### config.mk
export PLATFORM = sky130hd
export DESIGN_NAME = gpio_port
export DESIGN_NICKNAME = d
export VERILOG_FILES = /design/src/rtl/gpio_port.sv
export SDC_FILE = /design/constraint.sdc
export NUM_CORES = 1
export LEC_CHECK = 0
export BUFFER_PORTS_ARGS = -buffer_cell sky130_fd_sc_hd__buf_2
export CELL_PAD_IN_SITES_DETAIL_PLACEMENT = 0
export CELL_PAD_IN_SITES_GLOBAL_PLACEMENT = 2
export CORE_MARGIN = 2
export CORE_UTILIZATION = 30
export CTS_CLUSTER_SIZE = 40
export DETAILED_ROUTE_END_ITERATION = 8
export PLACE_DENSITY_LB_ADDON = 0.05
export SLEW_MARGIN = 20
export SYNTH_ARGS = -nofsm -noshare
export SYNTH_HDL_FRONTEND = slang
export SYNTH_SLANG_ARGS = --single-unit
### constraint.sdc
create_clock -name clk -period 2.47 [get_ports clk]
set_clock_uncertainty 0.2 [all_clocks]
set_input_delay 0.3705 -clock clk [delete_from_list [all_inputs] [get_ports clk]]
set_output_delay 0.3705 -clock clk [all_outputs]
set_load 0.01 [all_outputs]
### src/rtl/gpio_port.sv
// Parametrised J1 I/O-bus GPIO port: output data, direction, synchronised read-back.
// Optional sticky edge flags with irq summary when GPIO_EDGE_EN is defined.
module gpio_port #(
  parameter int unsigned      WIDTH    = 8,
  parameter int unsigned      DATA_BIT = 0,
  parameter int unsigned      DIR_BIT  = 1,
  parameter int unsigned      EDGE_BIT = 4,
  parameter logic [WIDTH-1:0] OUT_INIT = '0
) (
  input  logic             clk,
  input  logic             resetq,
  input  logic             io_rd,
  input  logic             io_wr,
  input  logic [15:0]      mem_addr,
  input  logic [15:0]      dout,
  output logic [15:0]      io_din,
  input  logic [WIDTH-1:0] pin_in,
  output logic [WIDTH-1:0] pin_out,
  output logic [WIDTH-1:0] pin_oe,
  output logic             irq
);

  logic             rd_q, wr_q;
  logic [15:0]      addr_q, dout_q;
  logic [WIDTH-1:0] out_r, dir_r;
  logic [WIDTH-1:0] s1, s2;
  logic [WIDTH-1:0] wdata;
  logic             sel_data, sel_dir;

  // NOTE: sequential state uses non-blocking (<=) so every flop samples pre-edge values.
  always_ff @(posedge clk or negedge resetq) begin
    if (!resetq) begin
      rd_q   <= 1'b0;
      wr_q   <= 1'b0;
      addr_q <= '0;
      dout_q <= '0;
    end else begin
      rd_q   <= io_rd;
      wr_q   <= io_wr;
      dout_q <= dout;
      if (io_rd || io_wr)
        addr_q <= mem_addr;
    end
  end

  assign sel_data = addr_q[DATA_BIT];
  assign sel_dir  = addr_q[DIR_BIT];
  assign wdata    = dout_q[WIDTH-1:0];

  always_ff @(posedge clk or negedge resetq) begin
    if (!resetq) begin
      out_r <= OUT_INIT;
      dir_r <= '0;
    end else if (wr_q) begin
      if (sel_data) out_r <= wdata;
      if (sel_dir)  dir_r <= wdata;
    end
  end

  assign pin_out = out_r;
  assign pin_oe  = dir_r;

  // Two-flop synchroniser; pin_in is asynchronous to clk.
  always_ff @(posedge clk or negedge resetq) begin
    if (!resetq) begin
      s1 <= '0;
      s2 <= '0;
    end else begin
      s1 <= pin_in;
      s2 <= s1;
    end
  end

`ifdef GPIO_EDGE_EN
  logic [1:0]       arm;
  logic [WIDTH-1:0] s3, flags, edge_set, flag_clr;
  logic             sel_edge;

  assign sel_edge = addr_q[EDGE_BIT];

  // Arm counter masks the synchroniser fill after reset.
  always_ff @(posedge clk or negedge resetq) begin
    if (!resetq) begin
      s3  <= '0;
      arm <= 2'd0;
    end else begin
      s3 <= s2;
      if (arm != 2'd3)
        arm <= arm + 2'd1;
    end
  end

  assign edge_set = (arm == 2'd3) ? ((s2 ^ s3) & ~dir_r) : '0;
  assign flag_clr = (wr_q && sel_edge) ? wdata : '0;

  // Set is ORed in after the clear so a colliding edge wins.
  always_ff @(posedge clk or negedge resetq) begin
    if (!resetq)
      flags <= '0;
    else
      flags <= (flags & ~flag_clr) | edge_set;
  end

  assign irq = |flags;
`else
  assign irq = 1'b0;
`endif

  logic [WIDTH-1:0] rd_val;

  // NOTE: every always_comb output gets a default first so no latch is inferred.
  always_comb begin
    rd_val = '0;
    if (rd_q) begin
      if (sel_data) rd_val = rd_val | s2;
      if (sel_dir)  rd_val = rd_val | dir_r;
`ifdef GPIO_EDGE_EN
      if (sel_edge) rd_val = rd_val | flags;
`endif
    end
    io_din = '0;
    io_din[WIDTH-1:0] = rd_val;
  end

  // Only the decoded address bits and low data bits are consumed.
  logic unused_ok;
  assign unused_ok = ^{addr_q, dout_q};

endmodule

# After elaboration in Yosys (flattened, before gate mapping)
# Cells that the tools add are included.
dict set report totals {
  register_bits 44
  inputBits 44
  output_inout_bits 33
}
dict set report classes {
  n_mux 4
  bitwise_logic 1
  reduce_logical 3
}
# cell n
set op_table {}
lappend op_table {{8-bit 2-to-1 mux} 4}
lappend op_table {{8-bit OR} 1}
lappend op_table {{2-bit AND reduction} 2}
lappend op_table {{1-bit logical OR} 1}

# Logic depth before layout (Yosys ltp)
# Gate-level depths: netlist of the first run.
dict set report logic_depth {
  word_depth 5
  ltp_mapped 3
}

# Worst setup path before layout of the first run
# OpenSTA, ideal clock, no wires.
dict set report synth_path {
  path_type {register to output}
  from {register addr_q[0]}
  to {output port io_din[5]}
  arrival_time_ps 758
  required_ps 1899
  path_slack_ps 1142
  path_stages_with_launch 4
  cell_sequence {dfrtp_1 buf_4 a22oi_1 nor2b_1}
}
dict set report synth_via {
  elab_chain_len 5
}
# item line
set synth_rtl {}
lappend synth_rtl {{start: declaration} 24} ;# logic [15:0] addr_q, dout_q;
lappend synth_rtl {{start signal: assignment} 42} ;# addr_q <= mem_addr;
lappend synth_rtl {{8-bit 2-to-1 mux *} 115} ;# if (sel_data) rd_val = rd_val | s2;
lappend synth_rtl {{8-bit 2-to-1 mux *} 114} ;# if (rd_q) begin
lappend synth_rtl {{8-bit OR} 116} ;# if (sel_dir) rd_val = rd_val | dir_r;
lappend synth_rtl {{8-bit 2-to-1 mux *} 116}
lappend synth_rtl {{8-bit 2-to-1 mux *} 114}
lappend synth_rtl {{end: declaration} 16} ;# output logic [15:0] io_din,
# Mark *: on every way between the ends. The rest lies on a longest branch, timed or not. The select of a mux whose other input is x is not followed.

# Worst setup path after layout of the first run
dict set report layout_path {
  from {register addr_q[0]}
  to {output port io_din[1]}
}
# Same word-level chain as after synthesis.

==> out/qor.yml, run 1 <==
status:
  status: "finished, final reports clean"
power_and_ir_drop:
  vdd_drop_max_mv: 0.337
  power.density_mw_per_mm2: 736
  power_leakage_uw: 0.000986
yosys:
  postSynthCellCount: 93
  ys_ff_latch: 44
  yosysWarnings: 0
  netlist_area_mm2: 0.00153
  seq_area_frac_synth_pct: 72.1
  postSynthAreaPerCell_um2: 16.4
  ys_types: 8
placement:
  place_inst: 203
  place.gp.congestion: 0.613
  port-buffer-count: 45
  hpwl_um: 1990
clock_tree:
  cts_hold_buf: 19
  cts_setup_buffers: 0
  h-tree-depth: 2
  cts_sinks: 44
  clockBufferDepth: 2
  cts-resized-gates: 0
  clock_latency_ns: 0.29
  cts_tree: "yes"
  clk_pin_slew_ns: 0.08
  numCtsBuffers: 5
  clockRootBuffer: "clkbuf_8"
critical_path:
  worstPathMaxFanout: 10
  crit_path_end_kind: "output pin"
  crit_type: "reg2out"
  crit_required_ns: 1.90
  cp.arrival_ns: 1.40
  crit_path_start_kind: "flop"
detailed_routing:
  first_pass_iters: 4
  wirelength_um: 2980
  ant_nets: 0
  routedWlPerCell_um: 13.0
  drc_errors: 0
  viasPerCell: 4.07
  vias: 936
  drt-initial-drc-count: 15
timing:
  max_freq_ghz: 0.509
  fin_crit_ns: 1.97
  rsz0062_at_grt: "false"
  holdWs_ns: 0.110
  tightest_slew_ns: 0.550
  hold_violations: 0
  setup_viol: 0
  setup-tns-final_ns: 0
  fin_crit_sh_pct: 79.6
  slew_headroom_pct: 63.4
  drv_slew: 0
global_route:
  grt_pass1_wl_um: 4820
  grt_overflow_total: 0
  grt_usage_pct: 12.3
  grt_pass1_vias: 1016
  grt_max_degree: 26
  antenna_found_initial: 0
die:
  fp.dieW_um: 75.3
  die_area_mm2: 0.00567
  die_h_um: 75.3
  rows: 25
  design.core.area_mm2: 0.00482
  boundaryPins: 77
  start_util_pct: 31.7
finish:
  layout-drive-gt1-share_pct: 44.2
  n_fill_cell: 476
  synthToLayoutAreaGrowth_pct: 35.7
  nNetsFinal: 206
  diodes: 0
  instances_no_fill: 230
job:
  max-cap-violations: 0
min_path:
  hold_class: "in2reg"
==> through the flow <==
step	power (uW)	setup WS [ns]	utilization, %	cell area (um^2)
2_1_floorplan	971	1.14	-	1560
3_3_place_gp	1070	0.808	37.2	1790
3_5_place_dp	1070	0.805	37.2	1790
4_1_cts	1550	0.470	43.0	2070
5_1_grt	1620	0.360	43.0	2070
6_report	1520	0.504	43.0	2070
==> worst paths after layout <==
kind	from	end	slack, ns	cells after the start
setup / recovery	addr_q[0]	io_din[1]	0.50	3
hold / removal	mem_addr[1]	addr_q[1]	0.11	2
setup reg to reg	addr_q[0]	pin_out[0]	1.02	2
hold reg to reg	s1[7]	s2[7]	0.15	0
max in group asynchronous	resetq	pin_oe[2]	1.00	3
min in group asynchronous	resetq	addr_q[1]	0.41	2
==> per-layer routing <==
layer	wire [um]	global-route usage [%]	up-vias	part of all wire [%]
li1	-	-	435	-
met1	1270	14.1	464	43
met2	1510	19.9	35	51
met3	177	5.42	2	5.9
met4	22	5.26	0	0.74
met5	0	0	-	0
==> Yosys cell counts <==
| master | number | area share [%] |
|---|---|---|
| nor2b_1 | 8 | 3.3 |
| nor2_1 | 1 | 0.25 |
| mux2_2 | 18 | 13 |
| conb_1 | 1 | 0.25 |
| buf_4 | 11 | 5.4 |
| a22oi_1 | 8 | 3.9 |
| nand2_4 | 2 | 1.5 |
| dfrtp_1 | 44 | 72 |
==> layout make-up <==
type                    count  area (um^2)  area share [%]
repair buffers             65          423            20.4
well taps                  67         83.8            4.05
clock buffers               8         90.1            4.35
flip-flops and latches     44         1100            53.2
multi-input cells          46          373            18.0
==> layout by cell type (no fill, tap or decap) <==
cell type      Yosys  routed
buf_2              0      45
nor2b_1            8       8
mux2_2            18      18
nand2_4            2       2
dfrtp_1           44      44
clkbuf_8           0       6
buf_4             11       1
a22oi_1            8       8
nor2_1             1       1
dlygate4sd3_1      0      19
clkbuf_1           0       2
conb_1             1       9
==> cells by family (layout without fill, tap and decap cells) <==
group	after synthesis	after routing	synth area share (%)
AO/OA/AOI/OAI	8	8	3.93
flip-flops	44	44	72.1
multiplexers	18	18	13.3
other	1	9	0.246
buffers and inverters	11	73	5.41
AND/OR/NAND/NOR	11	11	5.00
==> state kept, by name, summed over array words and instances, names as in the netlist <==
name / count
dout_q: 8
pin_oe: 8
pin_out: 8
s1: 8
s2: 8
addr_q: 2
rd_q: 1
wr_q: 1
==> critical path, stage by stage (launching register included) <==
cell	delay, ns
dfrtp_1	0.62
a22oi_1	0.16
nor2b_1	0.17
buf_2	0.15
==> power by group <==
group | switching [uW] | total [uW] | internal [uW]
registers | 49.0 | 840 | 791
clock network | 219 | 447 | 228
logic | 108 | 236 | 128
(Power assumes the default switching activity.)
==> run 2: changes to the inputs <==
Settings changed: CORE_UTILIZATION 30 to 25.
Clock period 2.47 ns to 1.6 ns, I/O delays scaled along.
==> run 2 against run 1 <==
Effect of this change:
- the run now ends with negative setup slack left
- largest power group unchanged
- worst setup slack got worse by 0.57 ns
- clock power rose by 86%
- sequential share of layout area down 3.8 points
- cell area grew 8.0%
- critical path type unchanged
- register-to-register slack got worse by 0.90 ns
- highest routed layer unchanged
- critical path depth rose by 1
- combinational power up 82%
- core utilization decreased by 5.2 points
==> out/qor.yml, run 2 (synthesized netlist as in run 1, its figures left out) <==
finish:
  synthToLayoutAreaGrowth_pct: 46.6  # was 35.7%
  stdcell_area_mm2: 0.00224  # was 0.00207 mm^2
  final_cell_mix: "buf_2 (45), dfrtp_1 (41), dlygate4sd3_1 (21)"  # was buf_2 (45), dfrtp_1 (44), dlygate4sd3_1 (19)
  nNetsFinal: 214  # was 206
  layout-drive-gt1-share_pct: 53.2  # was 44.2%
  diodes: 0  # unchanged
  final_common_cell: "buf_2"  # unchanged
  fin_util_pct: 37.8  # was 43.0%
placement:
  port-buffer-count: 45  # unchanged
  place_ws_ns: 0.0176  # was 0.805 ns
  hpwl_um: 1970  # was 1990 um
  place.gp.congestion: 0.615  # was 0.613
  postPlaceCellArea_mm2: 0.00181  # was 0.00179 mm^2
detailed_routing:
  ant_nets: 0  # unchanged
  drc_errors: 0  # unchanged
  routedWlPerCell_um: 13.1  # was 13.0 um
  first_pass_iters: 4  # unchanged
  drt-initial-drc-count: 16  # was 15
  viasPerCell: 4.01  # was 4.07
  vias: 987  # was 936
  wirelength_um: 3230  # was 2980 um
clock_tree:
  cts_sinks: 44  # unchanged
  clk_pin_slew_ns: 0.08  # about the same
  clockRootBuffer: "clkbuf_8"  # unchanged
  h-tree-depth: 2  # unchanged
  clock_latency_ns: 0.29  # about the same
  numCtsBuffers: 5  # unchanged
  cts_tree: "yes"  # unchanged
  clockBufferDepth: 2  # unchanged
min_path:
  hold_class: "reg2reg"  # was in2reg
critical_path:
  cp.arrival_ns: 1.22  # was 1.40 ns
  worstPathMaxFanout: 5  # was 10
  crit_path_start_kind: "flop"  # unchanged
  crit_required_ns: 1.16  # was 1.90 ns
  crit_path_end_kind: "output pin"  # unchanged
  crit_type: "reg2out"  # unchanged
status:
  status: "finished, violations left"  # was finished, final reports clean
  violations: "negative setup slack"
power_and_ir_drop:
  power_leakage_uw: 0.00104  # was 0.000986 uW
  vdd_drop_max_mv: 0.441  # was 0.337 mV
  totalPowerFinal_uw: 2560  # was 1520 uW
  power.density_mw_per_mm2: 1140  # was 736 mW/mm^2
die:
  boundaryPins: 77  # unchanged
  fp.dieW_um: 82.1  # was 75.3 um
  die_h_um: 82.1  # was 75.3 um
  rows: 28  # was 25
  die_area_mm2: 0.00675  # was 0.00567 mm^2
  design.core.area_mm2: 0.00592  # was 0.00482 mm^2
  start_util_pct: 25.8  # was 31.7%
global_route:
  grt_usage_pct: 11.0  # was 12.3%
  grt_pass1_vias: 1029  # was 1,016
  grt_pass1_wl_um: 5160  # was 4820 um
  grt_overflow_total: 0  # unchanged
  grt_max_degree: 45  # was 26
  antenna_found_initial: 0  # unchanged
timing:
  worst_slack_ns: -0.0645  # was 0.504 ns
  fin_crit_ns: 1.66
  setup-tns-final_ns: -0.380  # was 0 ns
  setup_viol: 8  # was 0
  rsz0062_at_grt: "true"  # was false
  hold_violations: 0  # unchanged
  drv_slew: 0  # unchanged
  max_freq_ghz: 0.601
  fin_crit_sh_pct: 104
job:
  max-cap-violations: 0  # unchanged
[run 2: cell count changes in the layout (fill, tap and decap cells not counted), sizes merged]
cell / before / now
clkbuf: 8 / 6
dlygate4sd3: 19 / 21
clkinv: 0 / 1
buf: 46 / 52
bufinv: 0 / 1
[run 2: critical path, cell delays in order (launching register included)]
cell     delay, ns
dfrtp_2       0.42
buf_6         0.14
a22oi_2       0.17
nor2b_1       0.06
buf_2         0.13
[run 2: metrics by stage]
| stage | std cells | hold slack [ns] |
|---|---|---|
| finish | 246 | 0.150 |
| floorplan | 101 | -0.256 |
| detailed placement | 211 | 0.0370 |
| global route | 246 | 0.159 |
| CTS | 245 | 0.154 |
| global placement | 211 | 0.0355 |
[run 2: final cells by class]
type	count	area, um^2
repair buffers	73	515
clock buffers	6	72.6
fillers	578	3680
clock inverters	2	35.0
multi-input cells	46	415
well taps	75	93.8
flip-flops and latches	44	1100
[run 2: layer usage]
metal  global-route usage, %  vias up  routed length [um]
li1                        -      449                   -
met1                    12.3      496                1380
met2                    18.6       35                1600
met3                    4.78        7                 200
met4                    4.00        0                  48
met5                       0        -                   0
[run 2: what timing repair did]
item | CTS | global route
pin swaps | 1 | 4
resized for setup | 17 | 1
hold buffers | 21 | 0
endpoints found under the setup margin | 8 | 8
setup buffers | 5 | 1
endpoints found under the hold margin | 64 | 0
[run 2: final timing paths]
path	end	cells past startpoint	from	slack, ns
min	s2[6]	0	s1[6]	0.15
min in group asynchronous	s2[1]	3	resetq	0.24
min reg2reg	s2[6]	0	s1[6]	0.15
max	io_din[6]	4	addr_q[0]	-0.06
max in group asynchronous	pin_oe[1]	3	resetq	0.74
max reg2reg	pin_out[5]	4	addr_q[0]	0.12
[run 2: power breakdown]
group	switching [uW]	total (uW)	internal, uW
Clock	369	832	463
Sequential	70.6	1290	1220
Combinational	194	430	236
Total	633	2560	1920
==> run 3: changes to the inputs <==
Settings changed: CELL_PAD_IN_SITES_GLOBAL_PLACEMENT 2 to 1, CORE_UTILIZATION 25 to 31.
==> run 3 against run 2 <==
Effect of this change:
- the run still ends with negative setup slack left
- count of clock-buffer cells in the layout stayed put
- maximum frequency is 1.2% higher
- hold slack better by 0.0035 ns
- non-clock buffer count stayed put
- critical endpoint unchanged
- largest cell class unchanged
- highest routed layer unchanged
==> out/qor.yml, run 3 (synthesized netlist as in run 1, its figures left out) <==
min_path:
  hold_path_depth: 0  # unchanged
  hp-start: "s1[7]"  # was s1[6]
  hold_class: "reg2reg"  # unchanged
detailed_routing:
  viasPerCell: 4.05  # was 4.01
  wirelength_um: 3070  # was 3230 um
  drt-initial-drc-count: 40  # was 16
  first_pass_iters: 2  # was 4
  vias: 964  # was 987
  drc_errors: 0  # unchanged
  ant_nets: 0  # unchanged
  routedWlPerCell_um: 12.9  # was 13.1 um
clock_tree:
  cts_tree: "yes"  # unchanged
  clock_latency_ns: 0.29  # about the same
  h-tree-depth: 2  # unchanged
  numCtsBuffers: 5  # unchanged
  cts_sinks: 44  # unchanged
  clockRootBuffer: "clkbuf_8"  # unchanged
  clk_pin_slew_ns: 0.09  # was 0.08 ns
  clockBufferDepth: 2  # unchanged
timing:
  drv_slew: 0  # unchanged
  setup_viol: 8  # unchanged
  worst_slack_ns: -0.0445  # was -0.0645 ns
  rsz0062_at_grt: "true"  # unchanged
  fin_crit_ns: 1.64  # was 1.66 ns
  hold_violations: 0  # unchanged
  max_freq_ghz: 0.608  # was 0.601 GHz
  fin_crit_sh_pct: 103  # was 104%
placement:
  hpwl_um: 1870  # was 1970 um
  port-buffer-count: 45  # unchanged
  postPlaceCellArea_mm2: 0.00180  # was 0.00181 mm^2
  place_ws_ns: 0.0721  # was 0.0176 ns
  place.gp.congestion: 0.683  # was 0.615
finish:
  nNetsFinal: 214  # unchanged
  synthToLayoutAreaGrowth_pct: 46.6  # unchanged
  stdcell_area_mm2: 0.00224  # unchanged
  final_common_cell: "buf_2"  # unchanged
  fin_util_pct: 47.4  # was 37.8%
  n_fill_cell: 441  # was 578
  diodes: 0  # unchanged
  final_cell_mix: "buf_2 (45), dfrtp_1 (42), dlygate4sd3_1 (21)"  # was buf_2 (45), dfrtp_1 (41), dlygate4sd3_1 (21)
  layout-drive-gt1-share_pct: 52.6  # was 53.2%
die:
  rows: 25  # was 28
  fp.dieW_um: 74.2  # was 82.1 um
  boundaryPins: 77  # unchanged
  die_area_mm2: 0.00550  # was 0.00675 mm^2
  design.core.area_mm2: 0.00472  # was 0.00592 mm^2
  die_h_um: 74.2  # was 82.1 um
  start_util_pct: 32.3  # was 25.8%
critical_path:
  worstPathMaxFanout: 5  # unchanged
  r2r-start: "addr_q[1]"  # was addr_q[0]
  crit_type: "reg2out"  # unchanged
  cp.arrival_ns: 1.20  # was 1.22 ns
  crit_path_start_kind: "flop"  # unchanged
  startpoint: "addr_q[0]"  # unchanged
  crit_required_ns: 1.16  # about the same
  crit_path_end_kind: "output pin"  # unchanged
  rr_worst_depth: 4  # unchanged
global_route:
  grt_usage_pct: 13.0  # was 11.0%
  antenna_found_initial: 0  # unchanged
  grt_pass1_vias: 1049  # was 1,029
  grt_max_degree: 45  # unchanged
  grt_overflow_total: 0  # unchanged
  grt_pass1_wl_um: 5110  # was 5160 um
power_and_ir_drop:
  p_switching_uw: 633  # about the same
  comb_power_share_pct: 16.4  # was 16.8%
  p_clk_share_pct: 33.9  # was 32.6%
  seqPwrFrac_pct: 49.7  # was 50.6%
  vdd_drop_max_mv: 0.495  # was 0.441 mV
  power.density_mw_per_mm2: 1160  # was 1140 mW/mm^2
  internal_power_uw: 1970  # was 1920 uW
  switching_share_pct: 24.3  # was 24.8%
  power_leakage_uw: 0.00105  # was 0.00104 uW
status:
  violations: "negative setup slack"  # unchanged
  status: "finished, violations left"  # unchanged
job:
  max-cap-violations: 0  # unchanged
[run 3: what timing repair did]
action                                 in CTS  in global routing
gates cloned                                0                  0
resized for setup                          16                  0
pin swaps                                   1                  5
setup endpoints to repair                   8                  8
endpoints found under the hold margin      64                  0
setup buffers                               5                  1
hold buffers                               21                  0
[run 3: worst paths after layout]
check / to / slack [ns]
worst min-delay path: s2[7] / 0.15
min in group asynchronous: dout_q[2] / 0.25
worst max-delay path: io_din[6] / -0.04
worst min register to register: s2[7] / 0.15
max in group asynchronous: pin_out[3] / 0.74
worst max register to register: pin_oe[3] / 0.11
[run 3: layer usage]
metal	vias to the layer above	wire [um]	GRT usage [%]	part of all wire, %
li1	450	-	-	-
met2	38	1530	21.5	50
met3	5	169	4.20	5.5
met4	0	40	6.06	1.3
met1	471	1330	15.5	43
met5	-	0	0	0
[run 3: cell type report]
class                   instances  area (um^2)  share of cell area [%]
repair buffers                 73          515                    23.0
well taps                      67         83.8                    3.75
multi-input cells              46          413                    18.5
clock inverters                 2         38.8                    1.73
flip-flops and latches         44         1100                    49.3
clock buffers                   6         82.6                    3.69
[run 3: power groups by stage]
stage | combinational [uW] | sequential (uW) | clock, uW
after global routing | 469 | 1310 | 969
after floorplan | 169 | 1330 | 0
after global placement | 335 | 1320 | 0
final | 427 | 1290 | 882
after detailed placement | 338 | 1320 | 0
after CTS | 433 | 1290 | 916
[run 3: worst max-delay path, cell delays in order (launching register included)]
cell	delay (ns)
dfrtp_2	0.42
buf_6	0.14
a22oi_2	0.14
nor2b_1	0.07
buf_2	0.14
[run 3: through the flow]
stage          TNS (ns)  power (uW)  hold slack (ns)  std cells
2_1_floorplan         0        1500           -0.256        101
3_3_place_gp          0        1650           0.0341        203
3_5_place_dp          0        1660           0.0352        203
4_1_cts          -0.388        2640            0.157        237
5_1_grt          -0.769        2750            0.171        238
6_report         -0.247        2600            0.154        238
